==> config.mk <==
export PLATFORM = sky130hd
export DESIGN_NAME = shift_cmd_feeder_flat
export DESIGN_NICKNAME = d
export VERILOG_FILES = /design/src/rtl/shift_cmd_feeder_pkg.sv /design/src/rtl/shift_cmd_feeder_if.sv /design/src/rtl/shift_cmd_fifo.sv /design/src/rtl/shift_cmd_feeder.sv /design/src/flat_wrapper.sv
export SDC_FILE = /design/constraint.sdc
export NUM_CORES = 1
export LEC_CHECK = 0
export ABC_AREA = 1
export BUFFER_PORTS_ARGS = -buffer_cell sky130_fd_sc_hd__buf_4
export CORE_ASPECT_RATIO = 0.9
export CORE_MARGIN = 1
export CORE_UTILIZATION = 39
export CTS_CLUSTER_DIAMETER = 30
export CTS_CLUSTER_SIZE = 12
export DETAILED_ROUTE_END_ITERATION = 10
export PLACE_DENSITY = 0.61
export SLEW_MARGIN = 15
export SYNTH_ARGS = -nofsm -noshare
export SYNTH_HDL_FRONTEND = slang
export SYNTH_SLANG_ARGS = --single-unit
export TNS_END_PERCENT = 20
==> constraint.sdc <==
create_clock -name clk -period 1.5 [get_ports clk]
set_input_delay 0.075 -clock clk [delete_from_list [all_inputs] [get_ports clk]]
set_output_delay 0.075 -clock clk [all_outputs]
set_load 0.02 [all_outputs]
==> src/rtl/shift_cmd_feeder_pkg.sv <==
// Shared types for the shift command feeder: default widths, command struct, slot state.
package shift_pkg;
   localparam int DEF_DATA_W  = 4;
   localparam int DEF_SHAMT_W = 2;
   localparam int DEF_DEPTH   = 2;

   typedef struct packed {
      logic [DEF_DATA_W-1:0]  x;
      logic [DEF_SHAMT_W-1:0] shamt;
   } shift_cmd_t;

   typedef enum logic {SLOT_EMPTY, SLOT_FULL} slot_state_t;
endpackage

==> src/rtl/shift_cmd_feeder_if.sv <==
// Command/result bus of the feeder; slave = feeder, master = producer/shifter/consumer side.
// SHIFT_CMD_FEEDER_OVF_EN adds out_ovf.
interface shift_cmd_feeder_if #(
   parameter int DATA_W  = 4,
   parameter int SHAMT_W = 2,
   parameter int DEPTH   = 2
) ();
   localparam int CW = $clog2(DEPTH) + 1;

   logic               in_valid;
   logic               in_ready;
   logic [DATA_W-1:0]  in_x;
   logic [SHAMT_W-1:0] in_shift;
   logic [DATA_W-1:0]  x;
   logic [SHAMT_W-1:0] shift;
   logic [DATA_W-1:0]  s;
   logic               out_valid;
   logic               out_ready;
   logic [DATA_W-1:0]  out_s;
   logic [CW-1:0]      count;
`ifdef SHIFT_CMD_FEEDER_OVF_EN
   logic               out_ovf;

   modport slave  (input  in_valid, in_x, in_shift, s, out_ready,
                   output in_ready, x, shift, out_valid, out_s, count, out_ovf);
   modport master (output in_valid, in_x, in_shift, s, out_ready,
                   input  in_ready, x, shift, out_valid, out_s, count, out_ovf);
`else
   modport slave  (input  in_valid, in_x, in_shift, s, out_ready,
                   output in_ready, x, shift, out_valid, out_s, count);
   modport master (output in_valid, in_x, in_shift, s, out_ready,
                   input  in_ready, x, shift, out_valid, out_s, count);
`endif
endinterface

==> src/rtl/shift_cmd_fifo.sv <==
// DEPTH-entry circular command buffer with exact occupancy count.
module shift_cmd_fifo
   import shift_pkg::*;
#(
   parameter int  DEPTH = DEF_DEPTH,
   parameter type T     = shift_cmd_t,
   localparam int AW    = $clog2(DEPTH),
   localparam int CW    = AW + 1
) (
   input  logic          clk,
   input  logic          rst,
   input  logic          push,
   input  logic          pop,
   input  T              wr_data,
   output T              rd_data,
   output logic [CW-1:0] count,
   output logic          full,
   output logic          empty
);
   T             mem [DEPTH];
   logic [AW-1:0] wr_ptr, rd_ptr;
   logic          do_push, do_pop;

   assign full    = (count == CW'(DEPTH));
   assign empty   = (count == '0);
   assign do_push = push & ~full;
   assign do_pop  = pop & ~empty;
   assign rd_data = mem[rd_ptr];

   // DEPTH is a power of two, so pointer increments wrap naturally
   always_ff @(posedge clk) begin
      if (rst) begin
         wr_ptr <= '0;
         rd_ptr <= '0;
         count  <= '0;
      end else begin
         if (do_push) wr_ptr <= wr_ptr + AW'(1);
         if (do_pop)  rd_ptr <= rd_ptr + AW'(1);
         case ({do_push, do_pop})
            2'b10:   count <= count + CW'(1);
            2'b01:   count <= count - CW'(1);
            default: count <= count;
         endcase
      end
   end

   always_ff @(posedge clk) begin
      if (!rst && do_push) mem[wr_ptr] <= wr_data;
   end
endmodule

==> src/rtl/shift_cmd_feeder.sv <==
// Feeds buffered {x, shamt} commands to an external shifter and registers its result.
// SHIFT_CMD_FEEDER_OVF_EN adds the shifted-out-ones flag out_ovf.
module shift_cmd_feeder
   import shift_pkg::*;
#(
   parameter int DATA_W  = DEF_DATA_W,
   parameter int SHAMT_W = DEF_SHAMT_W,
   parameter int DEPTH   = DEF_DEPTH
) (
   input logic              clk,
   input logic              rst,
   shift_cmd_feeder_if.slave bus
);
   typedef struct packed {
      logic [DATA_W-1:0]  x;
      logic [SHAMT_W-1:0] shamt;
   } cmd_t;

   cmd_t        wr_cmd, head;
   logic        full, empty, pop;
   slot_state_t state_q, state_d;

   assign wr_cmd.x     = bus.in_x;
   assign wr_cmd.shamt = bus.in_shift;

   shift_cmd_fifo #(.DEPTH(DEPTH), .T(cmd_t)) u_fifo (
      .clk     (clk),
      .rst     (rst),
      .push    (bus.in_valid),
      .pop     (pop),
      .wr_data (wr_cmd),
      .rd_data (head),
      .count   (bus.count),
      .full    (full),
      .empty   (empty)
   );

   // Ready depends on registered occupancy only, never on this cycle's pop
   assign bus.in_ready  = rst | ~full;
   assign bus.x         = empty ? '0 : head.x;
   assign bus.shift     = empty ? '0 : head.shamt;
   assign bus.out_valid = (state_q == SLOT_FULL);

   always_comb begin
      state_d = state_q;
      pop     = 1'b0;
      case (state_q)
         SLOT_EMPTY: begin
            if (!empty) begin
               pop     = 1'b1;
               state_d = SLOT_FULL;
            end
         end
         SLOT_FULL: begin
            if (bus.out_ready) begin
               if (!empty) pop = 1'b1;
               else        state_d = SLOT_EMPTY;
            end
         end
         default: state_d = SLOT_EMPTY;
      endcase
   end

   always_ff @(posedge clk) begin
      if (rst) begin
         state_q   <= SLOT_EMPTY;
         bus.out_s <= '0;
      end else begin
         state_q <= state_d;
         if (pop) bus.out_s <= bus.s;
      end
   end

`ifdef SHIFT_CMD_FEEDER_OVF_EN
   logic [DATA_W-1:0] lost;
   logic              ovf;

   // Bits of x that the shifter drops off the top
   assign lost = bus.x >> (DATA_W - int'(bus.shift));
   assign ovf  = (bus.shift != '0) && (lost != '0);

   always_ff @(posedge clk) begin
      if (rst)      bus.out_ovf <= 1'b0;
      else if (pop) bus.out_ovf <= ovf;
   end
`endif
endmodule

==> src/flat_wrapper.sv <==
// flat-port wrapper written by rule: the top's interface ports become plain ports
module shift_cmd_feeder_flat import shift_pkg::*;
#(
   parameter int DATA_W  = DEF_DATA_W,
   parameter int SHAMT_W = DEF_SHAMT_W,
   parameter int DEPTH   = DEF_DEPTH
)
  (clk, rst, bus_in_valid, bus_in_x, bus_in_shift, bus_s, bus_out_ready, bus_in_ready, bus_x, bus_shift, bus_out_valid, bus_out_s, bus_count);
  shift_cmd_feeder_if #(.DATA_W(DATA_W), .SHAMT_W(SHAMT_W), .DEPTH(DEPTH)) bus_i ();
  input logic clk;
  input logic rst;
  input wire logic [$bits(bus_i.in_valid)-1:0] bus_in_valid;
  input wire logic [$bits(bus_i.in_x)-1:0] bus_in_x;
  input wire logic [$bits(bus_i.in_shift)-1:0] bus_in_shift;
  input wire logic [$bits(bus_i.s)-1:0] bus_s;
  input wire logic [$bits(bus_i.out_ready)-1:0] bus_out_ready;
  output wire logic [$bits(bus_i.in_ready)-1:0] bus_in_ready;
  output wire logic [$bits(bus_i.x)-1:0] bus_x;
  output wire logic [$bits(bus_i.shift)-1:0] bus_shift;
  output wire logic [$bits(bus_i.out_valid)-1:0] bus_out_valid;
  output wire logic [$bits(bus_i.out_s)-1:0] bus_out_s;
  output wire logic [$bits(bus_i.count)-1:0] bus_count;
  assign bus_i.in_valid = bus_in_valid;
  assign bus_i.in_x = bus_in_x;
  assign bus_i.in_shift = bus_in_shift;
  assign bus_i.s = bus_s;
  assign bus_i.out_ready = bus_out_ready;
  assign bus_in_ready = bus_i.in_ready;
  assign bus_x = bus_i.x;
  assign bus_shift = bus_i.shift;
  assign bus_out_valid = bus_i.out_valid;
  assign bus_out_s = bus_i.out_s;
  assign bus_count = bus_i.count;
  shift_cmd_feeder #(.DATA_W(DATA_W), .SHAMT_W(SHAMT_W), .DEPTH(DEPTH)) u_core (.clk(clk), .rst(rst), .bus(bus_i));
endmodule
Yosys cells after proc, flatten, opt, wreduce, memory -nomap -nowiden
Memory sizes are Yosys's and may differ from the RTL's. A register that Yosys moved wholly into a read port is not among the register bits.
Cells that the tools add are included.

word-level totals
  register bits = 9
  bits in writable memories = 12
  word-level logic and storage cells = 35
  memories = 1

memories
  name               words  bits a word  rd ports  clocked after Yosys merged registers in  wr ports  line                  RTL
  u_core.u_fifo.mem  2      6            1         1                                        1         shift_cmd_fifo.sv:20  T mem [DEPTH];

operators by class
  add/sub/neg operators = 4
  eq/ne operators = 3
  multiplexer cells = 12
  bitwise gates (word level) = 6
  reduce and logical (&&, ||, !) cells = 4

operator list
  kind                                               count
  2-to-1 mux 1 bit                                   7
  == test 2 bit (second input constant)              2
  2-to-1 mux 4 bit                                   1
  one-hot mux 1 bit (2 select lines)                 2
  one-hot mux 2 bit (2 select lines)                 1
  NOT 1 bit                                          3
  adder 1 bit (second input constant)                2
  adder 2 x 1 -> 2 bit (second input constant)       1
  bitwise AND 1 bit                                  2
  == test 2 x 1 -> 1 bit (second input constant)     1
  logical NOT 2 bit                                  1
  2-to-1 mux 2 bit                                   1
  nonzero test 2 bit                                 1
  subtractor 2 x 1 -> 2 bit (second input constant)  1
  logical AND 1 bit                                  1
  logical NOT 1 bit                                  1
  OR 1 bit                                           1

Logic depth before layout (Yosys ltp)
Gate-level depths: netlist of run 1.

  depth after elaboration = 7
  depth in mapped cells = 10
  gate-level depth less buffers = 10

Hierarchy
A second synthesis of run 1 with hierarchy kept.

second synthesis, totals
  cell total of the unflattened synthesis = 102
  area total of the unflattened synthesis = 954.7 µm²

modules (own cells, without submodules)
  module            instances  cells an instance  area an instance (µm²)
  shift_cmd_fifo    1          57                 679.4
  shift_cmd_feeder  1          45                 275.3

Worst setup path after synthesis of run 1
OpenSTA, ideal clock, no wires.

  kind = reg-to-reg
  start point = register u_core.u_fifo.count[0]
  end point = register u_core.u_fifo.count[1]
  arrival = 1.382 ns
  slack = 0.054 ns
  cell stages (with the launch flop) = 10
  path buffers = 0
  cells stage by stage = dfxtp_1 -> inv_2 -> nand2_1 -> nand2_1 -> ha_1 -> inv_1 -> nand2_1 -> nor2_1 -> nor2_1 -> nor2_1

on the way
  longest elaborated chain between the ends = 7
  elaborated cells on any way between the ends = 15
  those cells by class = add/sub (2); eq/ne (3); mux (4); bitwise (4); reduce/logical (2)

ends and longest elaborated chain
  element                                                                   line                                            RTL
  start, declared                                                           shift_cmd_fifo.sv:16                            output logic [CW-1:0] count,
  start signal, assigned                                                    shift_cmd_fifo.sv:40                            2'b10: count <= count + CW'(1);
  start signal, assigned                                                    shift_cmd_fifo.sv:41                            2'b01: count <= count - CW'(1);
  start signal, assigned                                                    shift_cmd_fifo.sv:42                            default: count <= count;
  logical NOT 2 bit                                                         shift_cmd_fifo.sv:25                            assign empty = (count == '0);
  2-to-1 mux 1 bit                                                          shift_cmd_feeder.sv:49, shift_cmd_feeder.sv:56
  2-to-1 mux 1 bit                                                          shift_cmd_feeder.sv:55                          if (bus.out_ready) begin
  one-hot mux 1 bit (2 select lines)                                        shift_cmd_feeder.sv:47                          case (state_q)
  bitwise AND 1 bit                                                         shift_cmd_fifo.sv:27                            assign do_pop = pop & ~empty;
  == test 2 x 1 -> 1 bit or == test 2 bit (tied branches)                   shift_cmd_fifo.sv:39                            case ({do_push, do_pop})
  one-hot mux 2 bit (2 select lines) or nonzero test 2 bit (tied branches)  n/a

Parallel ways exist; a longest one is shown, timed or not.
A chain may end at the register's enable or synchronous reset.

Final worst setup path of run 1
  start point = register u_core.u_fifo.count[0]
  end point = output bus_shift[1]

on the way
  longest elaborated chain between the ends = 2

ends and longest elaborated chain
  element            line                    RTL
  logical NOT 2 bit  shift_cmd_fifo.sv:25
  2-to-1 mux 2 bit   shift_cmd_feeder.sv:41  assign bus.shift = empty ? '0 : head.shamt;
  end, declared      flat_wrapper.sv:19      output wire logic [$bits(bus_i.shift)-1:0] bus_shift;

Every way passes these cells.

==> metrics.txt, run 1 <==
Detailed Route WL 1760 um; Post-synth EDFFs 12; worst-path maximum fanout 7; CP required 1.42 ns; Slew @ Worst Pin 0.282 ns; hpwl dp 1300 um; global-route wire length before repair 2870 um; area leader, netlist edfxtp_1; filler instances 182; GPL Wtd Cong 0.694; die width 52.0 um; Cell Rows 15; Die Footprint 0.00244 mm^2; Synthesized Nets 107; DP Area 0.00114 mm^2; Peak VDD IR 1290 uV; number of distinct library cells after synthesis 17; post-CTS setup buffers 0; CP Capture Type output pin; RSZ-0062 raised after global routing false; Layout Nets 150; Place WS 0.151 ns; vias in the first global route 664; Die Y-Extent 47.0 um; Most used DFF post-synth edfxtp_1; post-synthesis async set-or-reset flop share 0; clock buffer count from CTS 3; # setup viols final 0; synth top area cells edfxtp_1 41%, dfxtp_1 23%, nand2_1 8.6%, nor2_1 7.3%, a21oi_1 4.6%; Reg2Reg Depth 10; CP arrival 1.32 ns; Max Used Layer met4; list of most frequent post-synthesis cells 20 x nand2_1, 17 x nor2_1, 12 x edfxtp_1; Slew headroom 0.812; PD cells 1950 mW/mm^2; H-tree depth 1; post-route ant nets 0; crit-path max cell delay 0.36 ns; Total GRT Usage 0.169; DRT Pass-1 Iters 4; Slew Limit Fails 0; syn_area_per_cell 9.52 um^2; CP top delay family buffers and inverters; worst path cell trace buf_4 > nor2_1 > buf_4 > a21oi_1 > buf_4; WL met3 100 um; Via density 4.71; core area 0.00201 mm^2; synth warn 0; Root Buffer clkbuf_4; setup TNS 0 ns; Max Cap Viol 0; clk_skew 0.00179 ns; metal2 WL 782 um; Synth Cell Area 876 um^2; min cycle time layout 1.40 ns; Ports 28; IO buf count 27; final count of hold timing violations 0; Leakage Power 0.563 nW; Max Root-Sink Buffers 2; Hold Path Cell Cnt 3; number of clock sinks 22; starting density of the core 0.436; WL met1 865 um; DRC violations left 0; clk_lat worst skew 0.30 ns; Worst Setup Start Kind flop; worst min path class in -> reg; CP max stage cell dfxtp_1; Final Cycle Share 0.932; largest net degree at the start of global routing 14; critical setup path kind reg -> out; sequential fraction of the synthesis area 0.640; post-synth top area share 0.411; post-synthesis cell count 92; share of layout cells above drive strength 1 0.336; Top cell by count, worst path buf_4; fmax 716 MHz; ANT cells 0; critical path depth 5; run status finished, final reports clean; most frequent cell after synthesis nand2_1; CTS tree yes; final instance area 0.00127 mm^2; Worst-path clk slew 0.12 ns; crit path buf inv count 3; setup ws final 0.102 ns; WL/cell 11.1 um; Vias 749; Synth Register Bits 22; P&R area growth vs syn 45.1%; DR iter-0 viols 18; initial antenna violation count 0; grt total ovfl 0
[metrics by stage]
| step | hold WS [ns] | total power (W) | std cells | util |
|---|---|---|---|---|
| finish | 0.0175 | 0.00248 | 159 | 0.633 |
| global route | 0.0150 | 0.00265 | 159 | 0.633 |
| CTS | 0.00584 | 0.00250 | 159 | 0.631 |
| detailed placement | 0.250 | 0.00203 | 148 | 0.569 |
| global placement | 0.241 | 0.00201 | 148 | 0.569 |
| floorplan | 0.144 | 0.00155 | 92 | - |
[flip-flops by register name (all words and copies together), names as in the netlist, named ones only]
| register | count |
|---|---|
| u_core.bus.out_s | 4 |
| u_core.bus.out_valid | 1 |
| u_core.u_fifo.count | 2 |
| u_core.u_fifo.mem | 12 |
| u_core.u_fifo.rd_ptr | 1 |
| u_core.u_fifo.wr_ptr | 1 |
[layout make-up]
class | count | area (um^2) | share of cell area
Clock buffer | 3 | 22.5 | 0.0177
Clock inverter | 1 | 30.0 | 0.0236
Inverter | 9 | 38.8 | 0.0305
Multi-Input combinational cell | 60 | 275 | 0.217
Sequential cell | 22 | 563 | 0.443
Tap cell | 25 | 31.3 | 0.0246
Timing Repair Buffer | 39 | 310 | 0.244
[worst reg2reg max path, delay by kind of cell, from the launching register on]
kind / cells / cell delay [ns]
AND/OR/NAND/NOR: 6 / 0.43
flip-flops: 1 / 0.34
adder cells (fa/ha/maj): 1 / 0.28
buffers and inverters: 3 / 0.24
[power by group]
| part | total [W] | internal (W) | leakage (nW) | switching [W] |
|---|---|---|---|---|
| combinational | 0.00116 | 0.000475 | 0.342 | 0.000688 |
| sequential | 0.000872 | 0.000778 | 0.194 | 0.0000948 |
| clock | 0.000446 | 0.000270 | 0.0279 | 0.000176 |
[layer usage]
layer,vias up,GRT usage
met4,0,0.0973
met3,2,0.0291
li1,384,-
met2,24,0.279
met5,-,0
met1,339,0.213
[placed cells by master, fill, tap and decap left out, types with 2 or more instances in the layout]
cell / instances
dlygate4sd3_1: 7
dfxtp_1: 8
nand3_1: 3
dfxtp_2: 2
nor2_1: 17
clkbuf_4: 3
inv_2: 2
a21oi_1: 7
inv_1: 6
o21ai_0: 6
nand2_1: 20
edfxtp_1: 12
buf_4: 32
[final timing paths]
path,from,to,slack (ns)
hold / removal,bus_s[1],u_core.bus.out_s[1]$_SDFFE_PP0N_,0.02
setup / recovery,u_core.u_fifo.count[0]$_SDFFE_PP0P_,bus_shift[1],0.10
setup reg to reg,u_core.u_fifo.count[0]$_SDFFE_PP0P_,u_core.u_fifo.count[1]$_SDFFE_PP0P_,0.17
hold reg to reg,u_core.bus.out_s[2]$_SDFFE_PP0N_,u_core.bus.out_s[2]$_SDFFE_PP0N_,0.50
[kinds of logic (layout without fill, tap and decap cells)]
group,after synthesis,in the layout,share of synthesized area
AO/OA/AOI/OAI,15,15,0.0857
adder cells (fa/ha/maj),1,1,0.0143
buffers and inverters,10,52,0.0500
flip-flops,22,22,0.640
AND/OR/NAND/NOR,44,44,0.210
[repair_timing]
item,CTS,global route
hold buffers,7,0
gates resized for setup,1,3
endpoints found under the setup margin,1,3
endpoints found under the hold margin,13,0
No activity file was read; power rests on OpenSTA's default activity.
==> inputs of run 2 (changes only) <==
CORE_UTILIZATION = 35   (was 39)
PLACE_DENSITY = 0.56   (was 0.61)
==> run 2 against run 1 <==
  * Cell count is 1.3% higher
  * Clock-buffer cell count is the same
  * Setup slack improved by 0.019 ns
==> metrics.txt, run 2 (synthesized netlist as in run 1, its figures left out) <==
run status finished, final reports clean (unchanged); Max Cap Viol 0 (unchanged); Vias 743 (was 749); commonest non-fill, non-tap cell in the layout buf_4 (unchanged); CP Capture Type output pin (unchanged); core area 0.00226 mm^2 (was 0.00201 mm^2); Worst-path clk slew 0.12 ns (about the same); Clock power frac 0.182 (was 0.180); H-tree depth 1 (unchanged); Worst Hold End u_core.bus.out_s[2]$_SDFFE_PP0N_ (was u_core.bus.out_s[1]$_SDFFE_PP0N_); CP required 1.42 ns (about the same); worst-path maximum fanout 7 (unchanged); Worst Setup Start Kind flop (unchanged); final instance area 0.00127 mm^2 (about the same); Max Root-Sink Buffers 2 (unchanged); Final Cycle Share 0.919 (was 0.932); clk_skew 0.00254 ns (was 0.00179 ns); Slew @ Worst Pin 0.271 ns (was 0.282 ns); r2r setup slk 0.13 ns (was 0.17 ns); RSZ-0062 raised after global routing true (was false); Leakage Power 0.564 nW (was 0.563 nW); Root Buffer clkbuf_4 (unchanged); Detailed Route WL 1740 um (was 1760 um); DRT Pass-1 Iters 4 (unchanged); non-filler cells, final 161 (was 159); post-route ant nets 0 (unchanged); WL/cell 10.8 um (was 11.1 um); CTS tree yes (unchanged); min cycle time layout 1.38 ns (was 1.40 ns); most flop-heavy register u_core.u_fifo.mem (unchanged); Layout Nets 150 (unchanged); Slew headroom 0.819 (was 0.812); starting density of the core 0.387 (was 0.436); share of layout cells above drive strength 1 0.313 (was 0.336); grt total ovfl 0 (unchanged); GPL Wtd Cong 0.662 (was 0.694); P&R area growth vs syn 44.9% (was 45.1%); initial antenna violation count 0 (unchanged); die width 54.7 um (was 52.0 um); Net Sw Frac 0.383 (was 0.386); Seq pwr share 0.353 (was 0.352); most frequent cells in the layout 32 x buf_4, 20 x nand2_1, 17 x nor2_1 (unchanged); filler instances 207 (was 182); DP Area 0.00114 mm^2 (about the same); Die Footprint 0.00271 mm^2 (was 0.00244 mm^2); Total GRT Usage 0.135 (was 0.169); reg2reg start u_core.u_fifo.count[1]$_SDFFE_PP0P_ (was u_core.u_fifo.count[0]$_SDFFE_PP0P_); vias in the first global route 592 (was 664); number of clock sinks 22 (unchanged); final count of hold timing violations 0 (unchanged); Via density 4.61 (was 4.71); critical setup path kind reg -> out (unchanged); # setup viols final 0 (unchanged); Psw 0.000939 W (was 0.000959 W); Reg2Reg Depth 10 (unchanged); DRC violations left 0 (unchanged); Die Y-Extent 49.5 um (was 47.0 um); PD cells 1930 mW/mm^2 (was 1950 mW/mm^2); Ports 28 (unchanged); clock buffer count from CTS 3 (unchanged); Pint 0.00151 W (was 0.00152 W); largest net degree at the start of global routing 14 (unchanged); dpl cells 150 (was 148); worst hold path startpoint bus_s[2] (was bus_s[1]); Largest regs u_core.u_fifo.mem (12), u_core.bus.out_s (4), u_core.u_fifo.count (2) (unchanged); hpwl dp 1240 um (was 1300 um); clk_lat worst skew 0.30 ns (about the same); ANT cells 0 (unchanged); final core utilization 0.561 (was 0.633); number of flip-flops in the largest register 12 (unchanged); Cell Rows 16 (was 15); Peak VDD IR 1200 uV (was 1290 uV); Slew Limit Fails 0 (unchanged); fmax 725 MHz (was 716 MHz); Logic pwr share 0.465 (was 0.469); Reg-to-Reg End u_core.u_fifo.count[1]$_SDFFE_PP0P_ (unchanged); worst min path class in -> reg (unchanged); Hold Path Cell Cnt 3 (unchanged); IO buf count 27 (unchanged); global-route wire length before repair 2490 um (was 2870 um); CP arrival 1.30 ns (was 1.32 ns); DR iter-0 viols 18 (unchanged)
run 2: cell count changes in the layout (fill, tap and decap cells not counted):
cell / delta
dfxtp_2: -1
a21oi_1: +1
dfxtp_1: +1
inv_1: +1
inv_2: -1
a21oi_2: -1
run 2: power groups by stage:
stage	clock network, W	logic, W	registers (W)
after floorplan	0	0.000580	0.000974
after global placement	0	0.00113	0.000879
after detailed placement	0	0.00113	0.000877
after CTS	0.000461	0.00115	0.000864
after global routing	0.000485	0.00126	0.000888
final	0.000447	0.00114	0.000866
run 2: worst max-delay path by stage:
stage / end / startpoint / depth (start not counted) / slack, ns
after global routing: u_core.u_fifo.count[1]$_SDFFE_PP0P_ / u_core.u_fifo.count[1]$_SDFFE_PP0P_ / 10 / -0.009
after detailed placement: u_core.u_fifo.count[1]$_SDFFE_PP0P_ / u_core.u_fifo.count[1]$_SDFFE_PP0P_ / 10 / 0.15
after floorplan: u_core.u_fifo.count[1]$_SDFFE_PP0P_ / u_core.u_fifo.count[0]$_SDFFE_PP0P_ / 9 / 0.05
final: bus_shift[1] / flop / 4 / 0.12
after global placement: u_core.u_fifo.count[1]$_SDFFE_PP0P_ / u_core.u_fifo.count[1]$_SDFFE_PP0P_ / 10 / 0.19
after CTS: bus_shift[1] / u_core.u_fifo.count[0]$_SDFFE_PP0P_ / 5 / 0.11
run 2: per-stage QoR:
step | TNS [ns] | power (W) | setup WS (ns) | hold slack, ns
2_1_floorplan | 0 | 0.00155 | 0.0539 | 0.144
3_3_place_gp | 0 | 0.00201 | 0.193 | 0.244
3_5_place_dp | 0 | 0.00201 | 0.147 | 0.255
4_1_cts | 0 | 0.00248 | 0.106 | 0.00594
5_1_grt | -0.00889 | 0.00264 | -0.00889 | 0.0115
6_report | 0 | 0.00245 | 0.121 | 0.0122
run 2: critical path, stage by stage (launching register included):
cell     delay (ns)
dfxtp_1        0.40
inv_1          0.20
nand2_1        0.08
a21oi_1        0.16
buf_4          0.17
run 2: cell type report:
type / instances / area (um^2) / area share
clock buffer: 3 / 22.5 / 0.0178
clock inverter: 1 / 30.0 / 0.0237
inverter: 9 / 38.8 / 0.0306
multi-input combinational: 60 / 272 / 0.214
sequential: 22 / 562 / 0.443
tap: 27 / 33.8 / 0.0266
timing repair buffer: 39 / 310 / 0.245
run 2: what timing repair did:
item                       in CTS  in global routing
hold endpoints to repair       13                  0
setup endpoints to repair       0                  3
setup buffers                   0                  0
gates resized for setup         0                  1
hold buffers                    7                  0
run 2: metal layers:
metal	track usage	wire, um	vias up
li1	-	-	386
met1	0.182	830	334
met2	0.195	807	23
met3	0.0370	101	0
met4	0.0641	0	0
met5	0	0	-
